===== config.mk =====
export PLATFORM = sky130hd
export DESIGN_NAME = bus_transfer_controller
export DESIGN_NICKNAME = d
export VERILOG_FILES = /design/src/rtl/bus_transfer_controller.sv
export SDC_FILE = /design/constraint.sdc
export NUM_CORES = 1
export LEC_CHECK = 0
export CAP_MARGIN = 15
export CORE_AREA = 2 2 85 87
export CTS_BUF_LIST = sky130_fd_sc_hd__clkbuf_4 sky130_fd_sc_hd__clkbuf_8
export DETAILED_ROUTE_END_ITERATION = 10
export DIE_AREA = 0 0 87 89
export DONT_BUFFER_PORTS = 1
export PLACE_DENSITY_LB_ADDON = 0.05
export SETUP_SLACK_MARGIN = 0.02
export SYNTH_ARGS = -nofsm -noshare
export SYNTH_HDL_FRONTEND = slang
export SYNTH_SLANG_ARGS = --single-unit

===== constraint.sdc =====
create_clock -name bus_ctrl_clock -period 2.42 [get_ports bus_ctrl_clock]
set_clock_uncertainty 0.15 [all_clocks]
set_input_delay 0.363 -clock bus_ctrl_clock [delete_from_list [all_inputs] [get_ports bus_ctrl_clock]]
set_output_delay 0.363 -clock bus_ctrl_clock [all_outputs]
set_load 0.005 [all_outputs]

===== src/rtl/bus_transfer_controller.sv =====
// bus_transfer_controller: sequences MOVE / LOAD_IMM / READ transfers between a register file and a shared bus
module bus_transfer_controller #(
  parameter int ADDR_WIDTH = 6,
  parameter int DATA_WIDTH = 16,
  parameter int NUM_REGS   = 4
) (
  input  logic                  bus_ctrl_clock,
  input  logic                  bus_ctrl_reset_n,
  input  logic                  cmd_valid,
  output logic                  cmd_ready,
  input  logic [1:0]            cmd_op,
  input  logic [ADDR_WIDTH-1:0] cmd_src,
  input  logic [ADDR_WIDTH-1:0] cmd_dst,
  input  logic [DATA_WIDTH-1:0] cmd_imm,
  output logic                  rsp_valid,
  output logic [DATA_WIDTH-1:0] rsp_data,
  output logic                  rsp_error,
  output logic [ADDR_WIDTH-1:0] register_addr,
  output logic                  bus_register_input_en,
  output logic                  bus_register_out_en,
  input  logic [DATA_WIDTH-1:0] bus_data_in,
  output logic [DATA_WIDTH-1:0] bus_data_out,
  output logic                  bus_drive_en,
  output logic [15:0]           xfer_count
);
  typedef enum logic [2:0] {IDLE, READ, TURN, WRITE, DONE} state_t;
  localparam logic [ADDR_WIDTH:0] REG_LIMIT = (ADDR_WIDTH + 1)'(NUM_REGS);
  state_t state, next_state;
  logic [1:0] op;
  logic [ADDR_WIDTH-1:0] src, dst;
  logic [DATA_WIDTH-1:0] data, bus_out, rsp_q;
  logic err, accept, cmd_err;
  assign accept = cmd_valid && state == IDLE;
  assign cmd_err = cmd_op == 2'b11
    || (cmd_op != 2'b01 && {1'b0, cmd_src} >= REG_LIMIT)
    || (cmd_op != 2'b10 && {1'b0, cmd_dst} >= REG_LIMIT)
    || (cmd_op == 2'b00 && cmd_src == cmd_dst);
  assign bus_data_out = bus_out;
  assign rsp_data = rsp_q;
  // state register; reset aborts any command in flight
  always_ff @(posedge bus_ctrl_clock or negedge bus_ctrl_reset_n)
    if (!bus_ctrl_reset_n) state <= IDLE;
    else state <= next_state;
  // sequencing: errors skip the bus, LOAD_IMM skips the read, only MOVE needs the turnaround
  always_comb begin
    next_state = IDLE;
    case (state)
      IDLE:  next_state = !accept ? IDLE : cmd_err ? DONE : cmd_op == 2'b01 ? WRITE : READ;
      READ:  next_state = op == 2'b00 ? TURN : DONE;
      TURN:  next_state = WRITE;
      WRITE: next_state = DONE;
      default: next_state = IDLE;
    endcase
  end
  // bus and response outputs decoded purely from registered state
  always_comb begin
    cmd_ready = state == IDLE;
    rsp_valid = state == DONE;
    rsp_error = state == DONE && err;
    register_addr = (state == READ || state == TURN) ? src : state == WRITE ? dst : '0;
    bus_register_out_en = state == READ;
    bus_register_input_en = state == WRITE;
    bus_drive_en = state == WRITE;
  end
  // command latch and data register; read data captured on the edge ending READ
  always_ff @(posedge bus_ctrl_clock or negedge bus_ctrl_reset_n)
    if (!bus_ctrl_reset_n) begin
      op <= '0;
      src <= '0;
      dst <= '0;
      err <= 1'b0;
      data <= '0;
    end else if (accept) begin
      op <= cmd_op;
      src <= cmd_src;
      dst <= cmd_dst;
      err <= cmd_err;
      data <= cmd_imm;
    end else if (state == READ) data <= bus_data_in;
  // bus value, response value and completion counter; each holds until its next update
  always_ff @(posedge bus_ctrl_clock or negedge bus_ctrl_reset_n)
    if (!bus_ctrl_reset_n) begin
      bus_out <= '0;
      rsp_q <= '0;
      xfer_count <= '0;
    end else begin
      if (next_state == WRITE) bus_out <= state == IDLE ? cmd_imm : data;
      if (next_state == DONE) rsp_q <= state == IDLE ? '0 : state == READ ? bus_data_in : data;
      if (state == DONE && !err) xfer_count <= xfer_count + 16'd1;
    end
endmodule


Word-level counts from Yosys, hierarchy flattened
Index checks and enable logic that the tools add are counted.
{ "totals": {"reg_bits": 82, "in_bits": 49, "word_cells": 48} }
{ "op_classes": {"add_sub_neg": 1, "order_cmp": 2, "n_eq_ne": 11, "muxes": 11, "n_reduce_logical": 14} }
{ "op_table": {"columns": ["operator", "n"], "rows": [
  ["16-bit two-way mux", 4],
  ["16-bit by 1-bit adder with 16-bit output (second input constant)", 1],
  ["6-bit by 3-bit >= comparator with 1-bit output (second input constant)", 2],
  ["6-bit two-way mux", 2],
  ["3-bit one-hot mux with 4 select lines", 1],
  ["3-bit by 2-bit equality test with 1-bit output (second input constant)", 3],
  ["3-bit two-way mux", 3],
  ["3-bit equality test (second input constant)", 2],
  ["6-bit equality test", 1],
  ["1-bit logical AND", 6],
  ["2-bit zero test", 2],
  ["1-bit logical OR", 4],
  ["3-bit by 1-bit equality test with 1-bit output (second input constant)", 1],
  ["3-bit zero test", 1],
  ["2-bit by 1-bit equality test with 1-bit output (second input constant)", 1],
  ["2-bit equality test (second input constant)", 1],
  ["2-bit two-way mux", 1],
  ["2-bit by 1-bit inequality test with 1-bit output (second input constant)", 1],
  ["2-bit inequality test (second input constant)", 1],
  ["1-bit zero test", 1]
]} }

Logic depth before layout (Yosys ltp)
{ "logic_depth": {"ltp_word": 9, "mapped_depth": 8, "depth_no_buf": 5} }

Worst setup path after synthesis
No wires, ideal clock.
{ "synth_timing": {"path_type": "input port to flip-flop", "startpoint": "in cmd_dst[5]", "endpoint": "reg bus_out[10], in the netlist bus_data_out[10]", "t_arrival_ns": 2.057, "required_ns": 2.145, "path_slack_ns": 0.088, "cell_stages": 7, "path_cell_list": "or4_1 > mux2_2 > a211oi_2 > a41o_1 > buf_6 > buf_12 > mux2_4"} }
{ "synth_between": {"elab_chain_len": 8, "elab_cells_between_ends": 10, "cone_classes": "order compare: 1; eq/ne: 2; mux: 3; reduce/logical: 4"} }
{ "synth_lines": {"columns": ["element", "line_no", "text"], "rows": [
  ["from (decl)", "13", "input logic [ADDR_WIDTH-1:0] cmd_dst,"],
  ["6-bit by 3-bit >= comparator with 1-bit output", "36", "|| (cmd_op != 2'b10 && {1'b0, cmd_dst} >= REG_LIMIT)"],
  ["1-bit logical AND", "36", null],
  ["1-bit logical OR", "36", null],
  ["1-bit logical OR *", "37", "|| (cmd_op == 2'b00 && cmd_src == cmd_dst);"],
  ["3-bit two-way mux * (2 in a row)", "48", "IDLE: next_state = !accept ? IDLE : cmd_err ? DONE : cmd_op == 2'b01 ? WRITE : READ;"],
  ["3-bit one-hot mux with 4 select lines *", "47", "case (state)"],
  ["3-bit by 2-bit equality test with 1-bit output *", "87", "if (next_state == WRITE) bus_out <= state == IDLE ? cmd_imm : data;"],
  ["to (signal assigned)", "87", null],
  ["to (decl)", "31", "logic [DATA_WIDTH-1:0] data, bus_out, rsp_q;"]
]} }
Mark *: on every way between the ends. The rest lies on a longest branch, timed or not.
A chain may end at the register's enable or synchronous reset.

Worst setup path in the final report
{ "layout_timing": {"startpoint": "reg state[0]", "endpoint": "out register_addr[1]"} }
{ "layout_between": {"elab_chain_len": 3, "elab_cells_between_ends": 6, "cone_classes": "eq/ne: 3; mux: 2; reduce/logical: 1"} }
{ "layout_lines": {"columns": ["element", "line_no", "text"], "rows": [
  ["from (decl)", "28", "state_t state, next_state;"],
  ["from (signal assigned)", "43", "else state <= next_state;"],
  ["3-bit by 2-bit equality test with 1-bit output / 3-bit by 1-bit equality test with 1-bit output (equally long branches)", "60", "register_addr = (state == READ || state == TURN) ? src : state == WRITE ? dst : '0;"],
  ["6-bit two-way mux / 1-bit logical OR (equally long branches)", "60", null],
  ["6-bit two-way mux *", "60", null],
  ["to (decl)", "18", "output logic [ADDR_WIDTH-1:0] register_addr,"]
]} }
Marked as above.

==> run metrics <==
Post-Syn Nets=404; Post-synth EDFFs=0; switching share of power=0.362; placer congestion estimate=0.776; NetSw=0.00193 W; Setup-failing EPs final=0; TritonCTS Sinks=82; worst-case reg-to-reg path depth=5; worst path arrival time=1.76 ns; CTS max path bufs=2; Max-slew headroom=0.407; status=finished, violations left; Synth Area in Simple Gates=0.117; die width=87 um; reg-to-reg endpoint=rsp_data[7]; Total GRT Usage=0.225; syn avg cell area=11.1 sq um; Power Density=1260 nW/um^2; failing checks=hold timing; Seq/Total Area, Yosys=0.521; clock latency on the worst-skew pair=0.34 ns; commonest cells after routing, fill and taps aside=dfrtp_1, nor2_1, mux2_2, a21oi_1, nand2_1; Hold Slack=-0.453 ns; ys flop type=dfrtp_1; die height=89 um; cts hold-fix bufs=2; Iter 0 DRT Violations=153; hpwl dp=5880 um; number of global-route vias before repair=2569; Vias=2591; xor-xnor portion of the synthesized cell area=0.0489; worst reg-to-reg setup slack=0.31 ns; slowest CP cell=dfrtp_1; fin. max-slew vios=0; critical path class=reg -> out; largest family of logic cells by synthesized area=multiplexers; IO Port Bufs=0; iteration count of the initial detailed-routing pass=4; global-route wire length before repair=13300 um; combinational share of power=0.380; routed len/inst=19.2 um; Worst setup startpoint=state[0]; asr flop ratio synth=1.00; sequential power share=0.444; post-CTS sizing=0; CTS Root Cell=clkbuf_8; Final ANT Viol Nets=0; critical path startpoint category=flop; largest net degree at the start of global routing=83; Worst Tran Pin Value=0.887 ns; Setup Fix Bufs, Post-CTS=0; Max Clk Rate=441 MHz; Mapped Area=3940 sq um; maxcap violations=0; Setup crit end=register_addr[1]; Adder-Cell Fraction of Synth Area=0.00317; CTS tree=done; total global routing overflow=0; Synth Warn #=0; Netlist cell types=38; P_leak=1.81 nW; Syn Inst Count=354; post-route cell area=4230 sq um; Ports=109; Layout area overhead=7.43%; TNS Setup=0 ns; RSZ-0062 raised after global routing=false; Compound-Gate Fraction of Synth Area=0.0905; Layout Nets=403; standard-cell rows=30; FILL cells=553; Vias per Instance=5.92; Internal Pwr Total=0.00340 W; core area=6720 sq um; initial antenna violation count=0; critical path fanouts, max=10; # diodes=0; fin crit period=2.27 ns; most common cell after layout, fill and taps aside=dfrtp_1; die area=7740 sq um; post-synthesis register bit count=82; CP endpoint kind=output port; H-tree level count=3; clock share of power=0.175; final hold violations=82; DRC errors left=0; layout cells sized above 1=0.218; hold crit path type=in -> async; VDD IR max=662 uV; Required @ worst endpoint=1.91 ns; multiplexer share of the synthesized area=0.190; worst reg2reg startpoint=state[1]; crit path cell chain=xor2_1, a22oi_1, nor2_1; Num CTS Buffers=9; placed cell areas=4030 sq um; Max stage delay on crit path=0.58 ns; Starting Density=0.587; total power=0.00533 W; CTS clock-pin slew for the worst setup and hold paths=0.09 ns; crit share post-route=0.937; routed wire length=8420 um
[layout make-up]
type	count	area, sq um	share of cell area
inverters	2	7.51	0.00177
clock buffers	11	151	0.0358
flip-flops and latches	82	2050	0.485
clock inverters	5	35.0	0.00827
multi-input cells	248	1780	0.421
repair buffers	10	105	0.0248
well taps	80	100	0.0236
[worst min path at each step]
stage               slack [ns]         endpoint              from  cells after the start
floorplan                -0.08  bus_data_out[0]  bus_ctrl_reset_n                      0
global placement         -0.08      rsp_data[6]  bus_ctrl_reset_n                      0
detailed placement       -0.08      rsp_data[6]  bus_ctrl_reset_n                      0
CTS                      -0.46      rsp_data[6]  bus_ctrl_reset_n                      0
global route             -0.47      rsp_data[8]  bus_ctrl_reset_n                      0
finish                   -0.45      rsp_data[8]  bus_ctrl_reset_n                      0
[metrics by stage]
step	cells	setup WS, ns	util
after detailed placement	420	-0.0191	0.599
final	438	0.151	0.630
after global routing	438	0.0290	0.630
after global placement	420	-0.00838	0.599
after CTS	438	0.134	0.630
after floorplan	354	0.0880	-
[synth_stat cells (all sizes together) (2+ instances only)]
cell / n / area share
nor3: 3 / 0.0051
and2: 2 / 0.0032
nor2: 45 / 0.043
buf: 5 / 0.012
a22oi: 6 / 0.011
and3: 5 / 0.0079
dfrtp: 82 / 0.52
xor2: 7 / 0.016
nor3b: 3 / 0.0057
nand4: 7 / 0.011
nand2b: 4 / 0.0063
nand2: 23 / 0.022
mux2: 48 / 0.15
a21oi: 32 / 0.041
mux2i: 17 / 0.043
inv: 2 / 0.0019
clkbuf: 17 / 0.016
o21ai: 17 / 0.022
xnor2: 15 / 0.033
[worst max-delay path, delay by kind of cell, from the launching register on]
family                    cells  cell delay (ns)
xor gates and xnor gates      1             0.52
AOI/OAI and AO/OA             1             0.14
DFF                           1             0.58
and+or+nand+nor               1             0.18
[cell families after synthesis]
kind of cell | after synthesis
compound gates | 62
xor+xnor | 22
fa+ha+maj | 1
buf+inv | 24
flops | 82
mux | 65
simple gates | 98
[power by group through the flow]
stage	clock network (W)	registers, W	logic [W]
after floorplan	0	0.00224	0.00170
final	0.000935	0.00237	0.00203
after detailed placement	0	0.00241	0.00205
after global routing	0.00102	0.00246	0.00226
after CTS	0.000957	0.00238	0.00206
after global placement	0	0.00239	0.00199
[flip-flops by register name, indices dropped and copies added (netlist names)]
signal / cells
op: 2
dst: 6
state: 3
xfer_count: 16
data: 16
bus_data_out: 16
src: 6
rsp_data: 16
err: 1
[metal layers]
layer	track usage	share of wire	up-vias
li1	-	-	1234
met2	0.350	0.49	75
met4	0.0881	0.017	0
met1	0.293	0.42	1272
met5	0	0	-
met3	0.0757	0.074	10
(Power assumes the default switching activity.)
